<file path="src/rtl/mem_pkg.sv">
`default_nettype none
// +----------------------------------------------------------------------+
// | mem_pkg : shared constants, FSM encoding and request type for the    |
// |           data-memory burst initiator.                               |
// | Rev 1.0                                                              |
// +----------------------------------------------------------------------+
package mem_pkg;

  localparam int MEM_ADDR_W      = 16;
  localparam int MEM_DATA_W      = 16;
  localparam int MEM_DEPTH_WORDS = 4096;
  localparam int MEM_LEN_W       = 4;

  typedef logic [2:0] state_t;

  localparam logic [2:0] ST_IDLE    = 3'd0;
  localparam logic [2:0] ST_RD      = 3'd1;
  localparam logic [2:0] ST_RD_TAIL = 3'd2;
  localparam logic [2:0] ST_WR      = 3'd3;
  localparam logic [2:0] ST_FIN     = 3'd4;

  typedef struct packed {
    logic                  write;
    logic [MEM_ADDR_W-1:0] addr;
    logic [MEM_LEN_W-1:0]  len;
  } mem_req_t;

  function automatic int unsigned burst_beats(input logic [MEM_LEN_W-1:0] len);
    return int'(len) + 1;
  endfunction

endpackage
`default_nettype wire

</file>
<file path="src/rtl/mem_addr_gen.sv">
`default_nettype none
// +----------------------------------------------------------------------+
// | mem_addr_gen : latches the burst base/length, steps the beat counter |
// |                and checks alignment and RAM range of a request.      |
// | Rev 1.0                                                              |
// +----------------------------------------------------------------------+
module mem_addr_gen
  import mem_pkg::*;
#(
  parameter int ADDR_W    = MEM_ADDR_W,
  parameter int LEN_W     = MEM_LEN_W,
  parameter int MEM_WORDS = MEM_DEPTH_WORDS
) (
  input  logic              clk,
  input  logic              rst_n,
  input  logic              i_load,
  input  logic              i_step,
  input  logic [ADDR_W-1:0] i_addr,
  input  logic [LEN_W-1:0]  i_len,
  output logic              o_fault,
  output logic              o_err,
  output logic              o_last,
  output logic [ADDR_W-1:0] o_mem_addr
);

  localparam int CW = ADDR_W + 1;

  logic [ADDR_W-2:0] r_base;
  logic [LEN_W:0]    r_beat;
  logic [LEN_W-1:0]  r_len;
  logic              r_err;

  logic [CW-1:0]     w_end_word;
  logic [ADDR_W-2:0] w_word;

  // End word computed one bit wider than the address so an overrun cannot wrap.
  assign w_end_word = {2'b00, i_addr[ADDR_W-1:1]} + CW'(i_len);
  assign o_fault    = i_addr[0] | (w_end_word >= CW'(MEM_WORDS));

  always_ff @(posedge clk) begin
    if (!rst_n) begin
      r_base <= '0;
      r_beat <= '0;
      r_len  <= '0;
      r_err  <= 1'b0;
    end else if (i_load) begin
      r_base <= i_addr[ADDR_W-1:1];
      r_beat <= '0;
      r_len  <= i_len;
      r_err  <= o_fault;
    end else if (i_step) begin
      r_beat <= r_beat + 1'b1;
    end
  end

  assign w_word     = r_base + (ADDR_W-1)'(r_beat);
  assign o_mem_addr = {w_word, 1'b0};
  assign o_last     = (r_beat == {1'b0, r_len});
  assign o_err      = r_err;

endmodule
`default_nettype wire

</file>
<file path="src/rtl/mem_burst_initiator.sv">
`default_nettype none
// +----------------------------------------------------------------------+
// | mem_burst_initiator : turns single/burst load-store requests into    |
// |                       word accesses on the synchronous data RAM.     |
// | Rev 1.0                                                              |
// +----------------------------------------------------------------------+
module mem_burst_initiator
  import mem_pkg::*;
#(
  parameter int ADDR_W    = MEM_ADDR_W,
  parameter int DATA_W    = MEM_DATA_W,
  parameter int MEM_WORDS = MEM_DEPTH_WORDS,
  parameter int LEN_W     = MEM_LEN_W
) (
  input  logic              clk,
  input  logic              rst_n,
  input  logic              req_valid,
  output logic              req_ready,
  input  logic              req_write,
  input  logic [ADDR_W-1:0] req_addr,
  input  logic [LEN_W-1:0]  req_len,
  input  logic              wr_valid,
  output logic              wr_ready,
  input  logic [DATA_W-1:0] wr_data,
  output logic              rd_valid,
  output logic [DATA_W-1:0] rd_data,
  output logic              rd_last,
  output logic              done,
  output logic              err,
  output logic              busy,
  output logic              mem_we,
  output logic [ADDR_W-1:0] mem_addr,
  output logic [DATA_W-1:0] mem_wdata,
  input  logic [DATA_W-1:0] mem_rdata
);

  state_t            r_state;
  state_t            w_state_nxt;
  logic              r_rd_valid;
  logic              r_rd_last;

  logic              w_accept;
  logic              w_issue_rd;
  logic              w_wr_fire;
  logic              w_fault;
  logic              w_err_lat;
  logic              w_last;
  logic [ADDR_W-1:0] w_gen_addr;

  mem_addr_gen #(
    .ADDR_W    (ADDR_W),
    .LEN_W     (LEN_W),
    .MEM_WORDS (MEM_WORDS)
  ) u_addr_gen (
    .clk        (clk),
    .rst_n      (rst_n),
    .i_load     (w_accept),
    .i_step     (w_issue_rd | w_wr_fire),
    .i_addr     (req_addr),
    .i_len      (req_len),
    .o_fault    (w_fault),
    .o_err      (w_err_lat),
    .o_last     (w_last),
    .o_mem_addr (w_gen_addr)
  );

  // Outputs are qualified with rst_n so a reset mid-burst stops RAM writes at once.
  assign req_ready  = rst_n && (r_state == ST_IDLE);
  assign wr_ready   = rst_n && (r_state == ST_WR);
  assign w_accept   = req_valid && req_ready;
  assign w_issue_rd = rst_n && (r_state == ST_RD);
  assign w_wr_fire  = wr_valid && wr_ready;

  always_comb begin
    w_state_nxt = r_state;
    case (r_state)
      ST_IDLE: begin
        if (w_accept) begin
          if (w_fault)        w_state_nxt = ST_FIN;
          else if (req_write) w_state_nxt = ST_WR;
          else                w_state_nxt = ST_RD;
        end
      end
      ST_RD:      if (w_last) w_state_nxt = ST_RD_TAIL;
      ST_RD_TAIL: w_state_nxt = ST_IDLE;
      ST_WR:      if (w_wr_fire && w_last) w_state_nxt = ST_FIN;
      ST_FIN:     w_state_nxt = ST_IDLE;
      default:    w_state_nxt = ST_IDLE;
    endcase
  end

  always_ff @(posedge clk) begin
    if (!rst_n) begin
      r_state    <= ST_IDLE;
      r_rd_valid <= 1'b0;
      r_rd_last  <= 1'b0;
    end else begin
      r_state    <= w_state_nxt;
      r_rd_valid <= w_issue_rd;
      r_rd_last  <= w_issue_rd && w_last;
    end
  end

  // RAM returns data one cycle after the address, so the return flags trail the issue.
  assign rd_valid  = rst_n && r_rd_valid;
  assign rd_last   = rst_n && r_rd_last;
  assign rd_data   = mem_rdata;

  assign done      = rst_n && ((r_state == ST_FIN) || r_rd_last);
  assign err       = rst_n && (r_state == ST_FIN) && w_err_lat;
  assign busy      = rst_n && (r_state != ST_IDLE);

  assign mem_we    = w_wr_fire;
  assign mem_wdata = w_wr_fire ? wr_data : '0;
  assign mem_addr  = (w_issue_rd || wr_ready) ? w_gen_addr : '0;

endmodule
`default_nettype wire

</file>
<file path="config.mk">
export PLATFORM = sky130hd
export DESIGN_NAME = mem_burst_initiator
export DESIGN_NICKNAME = d
export VERILOG_FILES = /design/src/rtl/mem_pkg.sv /design/src/rtl/mem_addr_gen.sv /design/src/rtl/mem_burst_initiator.sv
export SDC_FILE = /design/constraint.sdc
export NUM_CORES = 1
export LEC_CHECK = 0
export ABC_AREA = 1
export BUFFER_PORTS_ARGS = -buffer_cell sky130_fd_sc_hd__buf_2
export CAP_MARGIN = 30
export CORE_ASPECT_RATIO = 0.8
export CORE_MARGIN = 2
export CORE_UTILIZATION = 42
export CTS_CLUSTER_DIAMETER = 80
export DETAILED_ROUTE_END_ITERATION = 16
export HOLD_SLACK_MARGIN = 0.12
export PLACE_DENSITY = 0.77
export SYNTH_ARGS = -nofsm -noshare
export SYNTH_HDL_FRONTEND = slang
export SYNTH_SLANG_ARGS = --single-unit
</file>
<file path="constraint.sdc">
create_clock -name clk -period 1.9 [get_ports clk]
set_input_delay 0.38 -clock clk [delete_from_list [all_inputs] [get_ports clk]]
set_output_delay 0.38 -clock clk [all_outputs]
set_load 0.1 [all_outputs]
</file>
# [Word-level counts from Yosys, hierarchy flattened]
# Cells that the tools add are included.
[totals] ff_bits=30 word_cells=48 inputBits=57 output_inout_bits=56
[op_classes] n_lt_le_gt_ge=1 eq_ne=7 n_mux=8 reduce_logical=19 n_bitwise=3 addsub=3
[ops] operator="$mux 16" n=2
[ops] operator="$ge 17x13->1 const B" n=1
[ops] operator="$add 15x4->16" n=1
[ops] operator="$add 15x5->15" n=1
[ops] operator="$logic_and 1x1->1" n=13
[ops] operator="$mux 3" n=4
[ops] operator="$pmux 3 s3" n=1
[ops] operator="$add 5x1->5 const B" n=1
[ops] operator="$eq 5x4->1" n=1
[ops] operator="$ne 2x1->1 const B" n=2
[ops] operator="$eq 3x1->1 const B" n=1
[ops] operator="$eq 3x2->1 const B" n=1
[ops] operator="$eq 3x3->1 const B" n=1
[ops] operator="$logic_not 3->1" n=1
[ops] operator="$reduce_and 3->1" n=1
[ops] operator="$reduce_bool 3->1" n=1
[ops] operator="$logic_or 1x1->1" n=2
[ops] operator="$mux 2" n=1
[ops] operator="$ne 2x2->1 const B" n=1
[ops] operator="$or 1x1->1" n=2
[ops] operator="$reduce_or 2->1" n=1
[ops] operator="$not 1->1" n=1

# [Longest topological paths before layout]
# Gate-level depths: netlist of the first run.
[logic_depth] depth_word=6 depth_mapped=12 depth_no_buf=12

# [By module]
# From an unflattened synthesis of the first run, not the netlist that was laid out.
[hier_totals] cells_unflattened=347 hier_area_um2=2255.9
[modules_own_cells] mod="mem_addr_gen" seq_area_each_um2=500.5 cells_per_inst=210 n_inst=1 area_each_um2=1526.5
[modules_own_cells] mod="mem_burst_initiator" seq_area_each_um2=100.1 cells_per_inst=137 n_inst=1 area_each_um2=729.4

# [Least setup slack after synthesis of the first run]
# OpenSTA, ideal clock, no wires.
[synth_timing] path_kind="flip-flop to output port" startpoint="register u_addr_gen.r_beat[2]" endpoint="output port mem_addr[6]" required_ps=1520 path_stages_with_launch=10 slack_ps=-1661 path_buffers=0 arrival_time_ps=3181 cell_sequence="dfxtp_1 > ha_1 > nand3_1 > nand2_1 > nand2_1 > nand2_1 > nand2_1 > nand2_1 > nor2_1 > nor3_1"
[synth_via] elab_chain_cells=2
[synth_rtl] item="from (decl)" line="mem_addr_gen.sv:29" rtl="logic [LEN_W:0] r_beat;"
[synth_rtl] item="from (signal assigned)" line="mem_addr_gen.sv:52" rtl="r_beat <= r_beat + 1'b1;"
[synth_rtl] item="$add 15x5->15" line="mem_addr_gen.sv:56" rtl="assign w_word = r_base + (ADDR_W-1)'(r_beat);"
[synth_rtl] item="$mux 16" line="mem_burst_initiator.sv:115" rtl="assign mem_addr = (w_issue_rd || wr_ready) ? w_gen_addr : '0;"
[synth_rtl] item="to (decl)" line="mem_burst_initiator.sv:32" rtl="output logic [ADDR_W-1:0] mem_addr,"
# Every way passes these cells.

# [Worst setup path after layout of the first run]
[layout_timing] startpoint="register u_addr_gen.r_beat[0]" endpoint="output port mem_addr[13]"
# Same word-level chain as after synthesis.

==> reports/results.ini, run 1 <==
[status]
run_status=finished with violations
violations=setup timing

[logic_synthesis]
ys.flop_type=dfxtp_1
syn_area_per_cell_um2=6.548
synthCells=347
ys_ff_latch=30
synth_most_common_cell=nand2_1
syn_area_mm2=0.002272
ys_seq_area_share_pct=26.43
ys_types=32
synth_top_area_cell=dfxtp_1
synth-edff-count=0
synth_area_leaders=dfxtp_1 26%, nand2_1 12%, inv_1 9.3%
ys_warn_count=0
syn_nets=416
synth_top_area_share_pct=26.43
postSynth.asyncResetShare_pct=0
yosys-top-cells-count=74 x nand2_1, 56 x inv_1, 44 x nor2_1, 30 x dfxtp_1, 18 x buf_4

[drt]
routedWlPerCell_um=16.76
vias=2906
drc=0
drt_iter0_markers=260
drt-pass1-iter-count=5
ant_nets=0
via_per_inst=5.401
wl_mm=9.016

[layout]
final_util_pct=84.20
drive_above_1_share_pct=54.41
diodes=0
areaGrowthSynthToFinish_pct=89.81
final_nets=544

[die]
start_util_pct=44.36
core_area_mm2=0.005122
fp.dieH_um=69.79
dieArea_mm2=0.006018
io_pins=113
num_rows=23
die_x_um=86.24

[critical_path]
ff2ff_path_depth=13
r2r_start=r_state[2]
worst_setup_path_start_kind=flip-flop
critPathArrivalTime_ps=2130
rrSetupSlack_ps=110
critPathKind=flip-flop to output port
cp.required_ps=1520
path_max_fanout=3
reg2reg_to=u_addr_gen.r_beat[4]
endpoint_kind=output port

[power_and_ir_drop]
finalPower_mw=3.346
seq_power_share_pct=27.0
p_comb_share_pct=57.0
clockPowerShare_pct=16.1
p_int_mw=1.762
power_density_mw_per_mm2=775.8
switchingPower_mw=1.584
p_sw_share_pct=47.35
vdd_drop_max_uv=996.6
leakagePower_nw=1.901

[clock_tree]
holdBufCountCts=0
cts_tree=built
clk_path_buf_depth=2
worstSkewPairLatency_ps=290
cts-root-buf=clkbuf_8
cts_buffers=5
clk_pin_slew_worst_paths_ps=60
cts_max_level=2
cts.sinks=30

[placed_design]
hpwl_mm=5.561
pre_cts_ws_ps=-316.5
port_buffers=79
place.gp.congestion=0.8832

[sta]
drv_slew=0
setup_viol=32
fin_crit_ps=2515
rsz0062_at_grt=true
timing.fmax_mhz=397.7
finalCritPeriodShare_pct=132.3
setup_ws_ps=-614.6
hold_viol_final=0
fin_skew_ps=8.798

[hold_path]
timing.hold.worst.class=input port to flip-flop
hold_depth=3
whs_endpoint=u_addr_gen.r_len[3]
hp-start=req_len[3]

[grt]
antenna_found_initial=0
grt_usage_pct=27.07
grt_start_max_net_pins=18
grt_remaining_overflow=0
grt_pass1_wl_mm=13.05
grt_pass1_vias=2837

[run]
drv_cap=0

[placed cells by master, fill, tap and decap left out, drive strengths merged]
cell type    n
a211oi       1
a21oi       17
a22o         6
a31oi        3
buf        139
clkbuf       7
clkinv       1
clkinvlp     1
conb         1
dfxtp       30
fa           2
ha          10
inv         60
nand2       82
nand3       17
nand4        8
nor2        51
nor3         8
nor4         1
o21a         1
o21ai       23
o22ai        2
or2          1
xor2         4
[state kept, by name, summed over array words and instances (netlist names)]
signal	flops
r_state	3
r_rd_last	1
u_addr_gen.r_base	15
u_addr_gen.o_err	1
r_rd_valid	1
u_addr_gen.r_len	4
u_addr_gen.r_beat	5
[cell type report]
type / count / area, um^2
clock buffers: 7 / 86.33
clock inverters: 1 / 5.005
fillers: 247 / 809.5
inverters: 61 / 240.2
multi-input cells: 238 / 1858
flip-flops and latches: 30 / 614.3
well taps: 62 / 77.57
repair buffers: 139 / 1431
[per-layer routing]
| metal | GRT usage [%] | share of wire (%) |
|---|---|---|
| met1 | 32.56 | 37 |
| met2 | 47.11 | 52 |
| met3 | 5.357 | 7.6 |
| met4 | 10.24 | 3.1 |
| met5 | 0 | 0 |
[worst max-delay path by stage]
stage / start / end / slack (ps) / cells after the start
floorplan: u_addr_gen.r_beat[0] / mem_addr[13] / -520 / 11
global placement: u_addr_gen.r_base[0] / mem_addr[15] / -270 / 12
detailed placement: u_addr_gen.r_base[0] / mem_addr[15] / -320 / 12
CTS: u_addr_gen.r_base[0] / mem_addr[13] / -540 / 12
global route: u_addr_gen.r_beat[4] / mem_addr[13] / -720 / 11
finish: u_addr_gen.r_beat[0] / mem_addr[13] / -610 / 12
[metrics by stage]
stage	hold slack, ps	TNS (ps)	instances	cell area, um^2
final	336.9	-7417	538	4313
after global routing	343.5	-9688	538	4313
after CTS	333.2	-5566	531	4175
after detailed placement	479.1	-2103	507	3841
after global placement	475.6	-1478	507	3841
after floorplan	461.6	-10890	347	2690
[power by group through the flow]
| stage | logic, mW | clock network [mW] | registers [mW] |
|---|---|---|---|
| global placement | 1.63 | 0 | 0.877 |
| finish | 1.91 | 0.538 | 0.902 |
| CTS | 1.78 | 0.526 | 0.886 |
| floorplan | 1.28 | 0 | 0.876 |
| detailed placement | 1.67 | 0 | 0.886 |
| global route | 2.01 | 0.564 | 0.912 |
[logic make-up (layout without fill, tap and decap cells)]
logic type | Yosys count | count (layout) | share of synthesized area [%]
XOR/XNOR | 4 | 4 | 1.542
adder cells (fa/ha/maj) | 12 | 12 | 7.269
flip-flops | 30 | 30 | 26.43
other | 1 | 1 | 0.1650
AO/OA/AOI/OAI | 53 | 53 | 15.09
buffers and inverters | 81 | 208 | 17.07
AND/OR/NAND/NOR | 166 | 168 | 32.43
[worst max-delay path, stage by stage (launching register included)]
cell	delay, ps
dfxtp_2	330
ha_4	160
fa_2	380
nand3_2	80
nand3_2	80
nand2_2	90
nand2_2	60
nand2_4	80
nor2_4	70
nand3_4	110
o21ai_4	80
a21oi_4	140
buf_12	190
[timing repair]
action                                  4_1_cts  5_1_grt
buffers inserted                             14        8
endpoints found under the setup margin       31       32
pin swaps                                    14       11
gates resized for setup                      32       22
gates cloned                                  2        0
Note: power is estimated with default switching activity, not from simulation.
==> run 2: changes to the inputs <==
- SETUP_SLACK_MARGIN: unset -> 0.05
==> reports/results.ini, run 2 (synthesis gave the netlist of run 1 again) <==
[status]
run_status=finished with violations
violations=setup timing

[layout]
largest_register_ffs=15
stdcell_count=538
final_util_pct=85.96
finalInstanceArea_mm2=0.004403
nFillCells=232
regArea_um2=613.1
drive_above_1_share_pct=55.04
max_flop_register=u_addr_gen.r_base
multi_input_comb_area_mm2=0.001886
final_common_cell=nand2_1
final_cell_mix=59 x nand2_1, 53 x inv_1, 51 x buf_4
diodes=0
top_regs=u_addr_gen.r_base (15), u_addr_gen.r_beat (5), u_addr_gen.r_len (4)
final_nets=544
areaGrowthSynthToFinish_pct=93.78

[clock_tree]
cts-root-buf=clkbuf_8
cts_max_level=2
clk_path_buf_depth=2
worstSkewPairLatency_ps=300
cts_tree=built
cts_buffers=5
holdBufCountCts=0
cts.sinks=30
clk_pin_slew_worst_paths_ps=80

[critical_path]
critPathKind=flip-flop to output port
endpoint_kind=output port
reg2reg_to=u_addr_gen.r_beat[4]
path_cells=ha_4 > fa_2 > nand3_2 > nand3_2 > nand2_2 > nand2_2 > nand2_4 > nor2_4 > nand3_2 > o21ai_2 > a21oi_4 > buf_12
ff2ff_path_depth=14
slowest_stage=fa_2
worst_setup_path_start_kind=flip-flop
slowest_delay_ps=380
r2r_start=r_state[2]
rrSetupSlack_ps=0
cp.required_ps=1520
critPathArrivalTime_ps=2200
crit_top_cell=nand3_2
path_max_fanout=3

[grt]
grt_usage_pct=29.82
grt_pass1_vias=2873
grt_pass1_wl_mm=14.20
grt_remaining_overflow=0
antenna_found_initial=0
grt_start_max_net_pins=18

[run]
drv_cap=0

[sta]
fin_crit_ps=2582
rsz0062_at_grt=true
setup_viol=31
drv_slew=0
fin_skew_ps=9.848
timing.fmax_mhz=387.2
hold_ws_ps=306.3
finalCritPeriodShare_pct=135.9
setup_ws_ps=-682.5
hold_viol_final=0

[die]
num_rows=23
start_util_pct=44.36
io_pins=113
core_area_mm2=0.005122
dieArea_mm2=0.006018
fp.dieH_um=69.79
die_x_um=86.24

[placed_design]
place.gp.congestion=0.9141
dp_cells=507
port_buffers=79
place_area_mm2=0.003841
hpwl_mm=5.808

[hold_path]
hp-start=req_len[3]
timing.hold.worst.class=input port to flip-flop
hold_depth=3
whs_endpoint=u_addr_gen.r_len[3]

[drt]
drt-pass1-iter-count=5
drt_iter0_markers=356
wl_mm=9.940
via_per_inst=5.571
routedWlPerCell_um=18.48
vias=2997
ant_nets=0
drc=0

[power_and_ir_drop]
power_density_mw_per_mm2=832.3
vdd_drop_max_uv=1249
leakagePower_nw=1.961
finalPower_mw=3.665

-- run 2: cell count changes in the layout (fill, tap and decap cells not counted), sizes merged --
cell and delta:
bufinv +2, clkinv -1, clkbuf -1
-- run 2: repair_timing --
| item | 4_1_cts | 5_1_grt |
|---|---|---|
| setup endpoints to repair | 31 | 34 |
| resized for setup | 39 | 20 |
| pin swaps | 20 | 15 |
| cloned | 2 | 0 |
| buffers inserted | 12 | 12 |
-- run 2: how the worst max path moves through the flow --
stage,startpoint,to,slack (ps),cells past startpoint
3_3_place_gp,u_addr_gen.r_base[0],mem_addr[15],-270,12
5_1_grt,u_addr_gen.r_beat[0],mem_addr[15],-750,12
3_5_place_dp,u_addr_gen.r_base[0],mem_addr[15],-350,12
4_1_cts,u_addr_gen.r_beat[0],mem_addr[13],-590,12
2_1_floorplan,u_addr_gen.r_beat[0],mem_addr[13],-520,11
6_report,u_addr_gen.r_beat[0],mem_addr[13],-680,12
-- run 2: critical path: cells and delay by family (launching register included) --
family	cells	cell delay, ps
AND/OR/NAND/NOR	7	610
flip-flops	1	340
AO/OA/AOI/OAI	2	230
buffers and inverters	1	190
adder cells (fa/ha/maj)	2	540
-- run 2: power by group --
group          total, mW  switching [mW]  internal (mW)
clock              0.824           0.264          0.560
combinational       1.94            1.25          0.690
sequential         0.898           0.120          0.778
-- run 2: routing by layer --
metal	global-route usage, %	wire [um]	up-vias
li1	-	-	1345
met1	33.96	3711	1412
met2	53.66	5045	186
met3	7.619	787	54
met4	9.896	395	0
met5	0	0	-
-- run 2: layout make-up --
type	count	area share, %
multi-input combinational	238	42.82
clock inverter	2	1.364
clock buffer	6	1.876
timing repair buffer	139	32.79
sequential	30	13.92
tap	62	1.762
inverter	61	5.456
-- run 2: through the flow --
step | setup WS (ps) | TNS [ps]
floorplan | -519.5 | -10900
detailed placement | -346.5 | -2185
global route | -754.6 | -11100
CTS | -585.5 | -6703
finish | -682.5 | -8874
global placement | -267.7 | -1447
==> run 3: changes to the inputs <==
- CAP_MARGIN: 30 -> 20
- MAX_ROUTING_LAYER: unset -> met4
==> reports/results.ini, run 3 (synthesis gave the netlist of run 1 again) <==
[status]
run_status=finished with violations
violations=setup timing

[clock_tree]
holdBufCountCts=0
clk_pin_slew_worst_paths_ps=70
cts_max_level=2
cts_buffers=5
cts.sinks=30
worstSkewPairLatency_ps=290
cts_tree=built
clk_path_buf_depth=2
cts-root-buf=clkbuf_8

[power_and_ir_drop]
finalPower_mw=3.672
power_density_mw_per_mm2=834.0
leakagePower_nw=1.961
vdd_drop_max_uv=1250

[sta]
timing.fmax_mhz=389.3
fin_crit_ps=2568
setup_ws_ps=-668.4
setup_viol=31
setup_tns_ps=-8907
rsz0062_at_grt=true
finalCritPeriodShare_pct=135.2
fin_skew_ps=6.974
hold_viol_final=0
drv_slew=0

[layout]
final_common_cell=nand2_1
final_cell_mix=59 x nand2_1, 53 x inv_1, 51 x buf_4
max_flop_register=u_addr_gen.r_base
nFillCells=232
largest_register_ffs=15
drive_above_1_share_pct=55.04
multi_input_comb_area_mm2=0.001886
top_regs=u_addr_gen.r_base (15), u_addr_gen.r_beat (5), u_addr_gen.r_len (4)
final_nets=544
areaGrowthSynthToFinish_pct=93.78
final_util_pct=85.96
regArea_um2=613.1
diodes=0

[die]
dieArea_mm2=0.006018
start_util_pct=44.36
die_x_um=86.24
io_pins=113
core_area_mm2=0.005122
num_rows=23
fp.dieH_um=69.79

[critical_path]
path_max_fanout=3
path_cells=ha_4 > fa_2 > nand3_2 > nand3_2 > nand2_2 > nand2_2 > nand2_4 > nor2_4 > nand3_2 > o21ai_2 > a21oi_4 > buf_12
endpoint_kind=output port
slowest_stage=fa_2
critPathArrivalTime_ps=2190
crit_top_cell=nand3_2
cp.required_ps=1520
slowest_delay_ps=380
rrSetupSlack_ps=20
worst_setup_path_start_kind=flip-flop
critPathKind=flip-flop to output port

[grt]
grt_usage_pct=30.60
grt_pass1_wl_mm=14.17
grt_start_max_net_pins=18
antenna_found_initial=0
grt_pass1_vias=2878
grt_remaining_overflow=0

[drt]
drt_iter0_markers=306
vias=2975
drt-pass1-iter-count=5
wl_mm=9.990
routedWlPerCell_um=18.57
ant_nets=0
drc=0
via_per_inst=5.530

[run]
drv_cap=0

[placed_design]
hpwl_mm=5.808
place.gp.congestion=0.9299
port_buffers=79
pre_cts_ws_ps=-346.5

[hold_path]
timing.hold.worst.class=input port to flip-flop

[run 3: cell counts in the layout (fill, tap and decap cells not counted)]
No cell type changed its count.
[run 3: path summary, 6_finish.rpt]
kind,start,end,depth (start not counted)
setup / recovery,u_addr_gen.r_beat[0],mem_addr[13],12
hold reg to reg,u_addr_gen.o_err,u_addr_gen.o_err,2
setup reg to reg,r_state[2],u_addr_gen.r_beat[4],14
hold / removal,req_len[3],u_addr_gen.r_len[3],3
[run 3: power by group]
part	internal, mW	total (mW)	switching (mW)
registers	0.778	0.898	0.120
clock network	0.560	0.826	0.267
logic	0.690	1.95	1.26
total	2.03	3.67	1.64
[run 3: metal layers]
| metal | vias to the layer above | share of wire [%] | global-route usage, % |
|---|---|---|---|
| met5 | - | 0 | - |
| met4 | 0 | 3.8 | 10.42 |
| met3 | 48 | 7.9 | 7.143 |
| met2 | 173 | 51 | 53.40 |
| met1 | 1405 | 37 | 34.11 |
| li1 | 1349 | - | - |
[run 3: what timing repair did]
| action | 4_1_cts | 5_1_grt |
|---|---|---|
| pin swaps | 20 | 15 |
| setup endpoints to repair | 31 | 34 |
| buffers inserted | 12 | 12 |
| hold endpoints to repair | 0 | 0 |
| gates cloned | 2 | 0 |
| resized for setup | 39 | 20 |
[run 3: worst max-delay path: cells and delay by family (launching register included)]
kind                     cells  cell delay, ps
adder cells (fa/ha/maj)      2             540
flip-flops                   1             340
AND/OR/NAND/NOR              7             590
buffers and inverters        1             190
AO/OA/AOI/OAI                2             230
[run 3: stage by stage]
stage / hold slack, ps / cell area (um^2) / cells
after global placement: 476.0 / 3841 / 507
after global routing: 321.7 / 4403 / 538
after floorplan: 461.6 / 2690 / 347
final: 306.6 / 4403 / 538
after CTS: 302.4 / 4232 / 528
after detailed placement: 485.6 / 3841 / 507
[run 3: final cells by class]
type,count,area share [%]
repair buffers,139,32.79
flip-flops and latches,30,13.92
inverters,61,5.456
multi-input cells,238,42.82
clock inverters,2,1.364
clock buffers,6,1.876
well taps,62,1.762
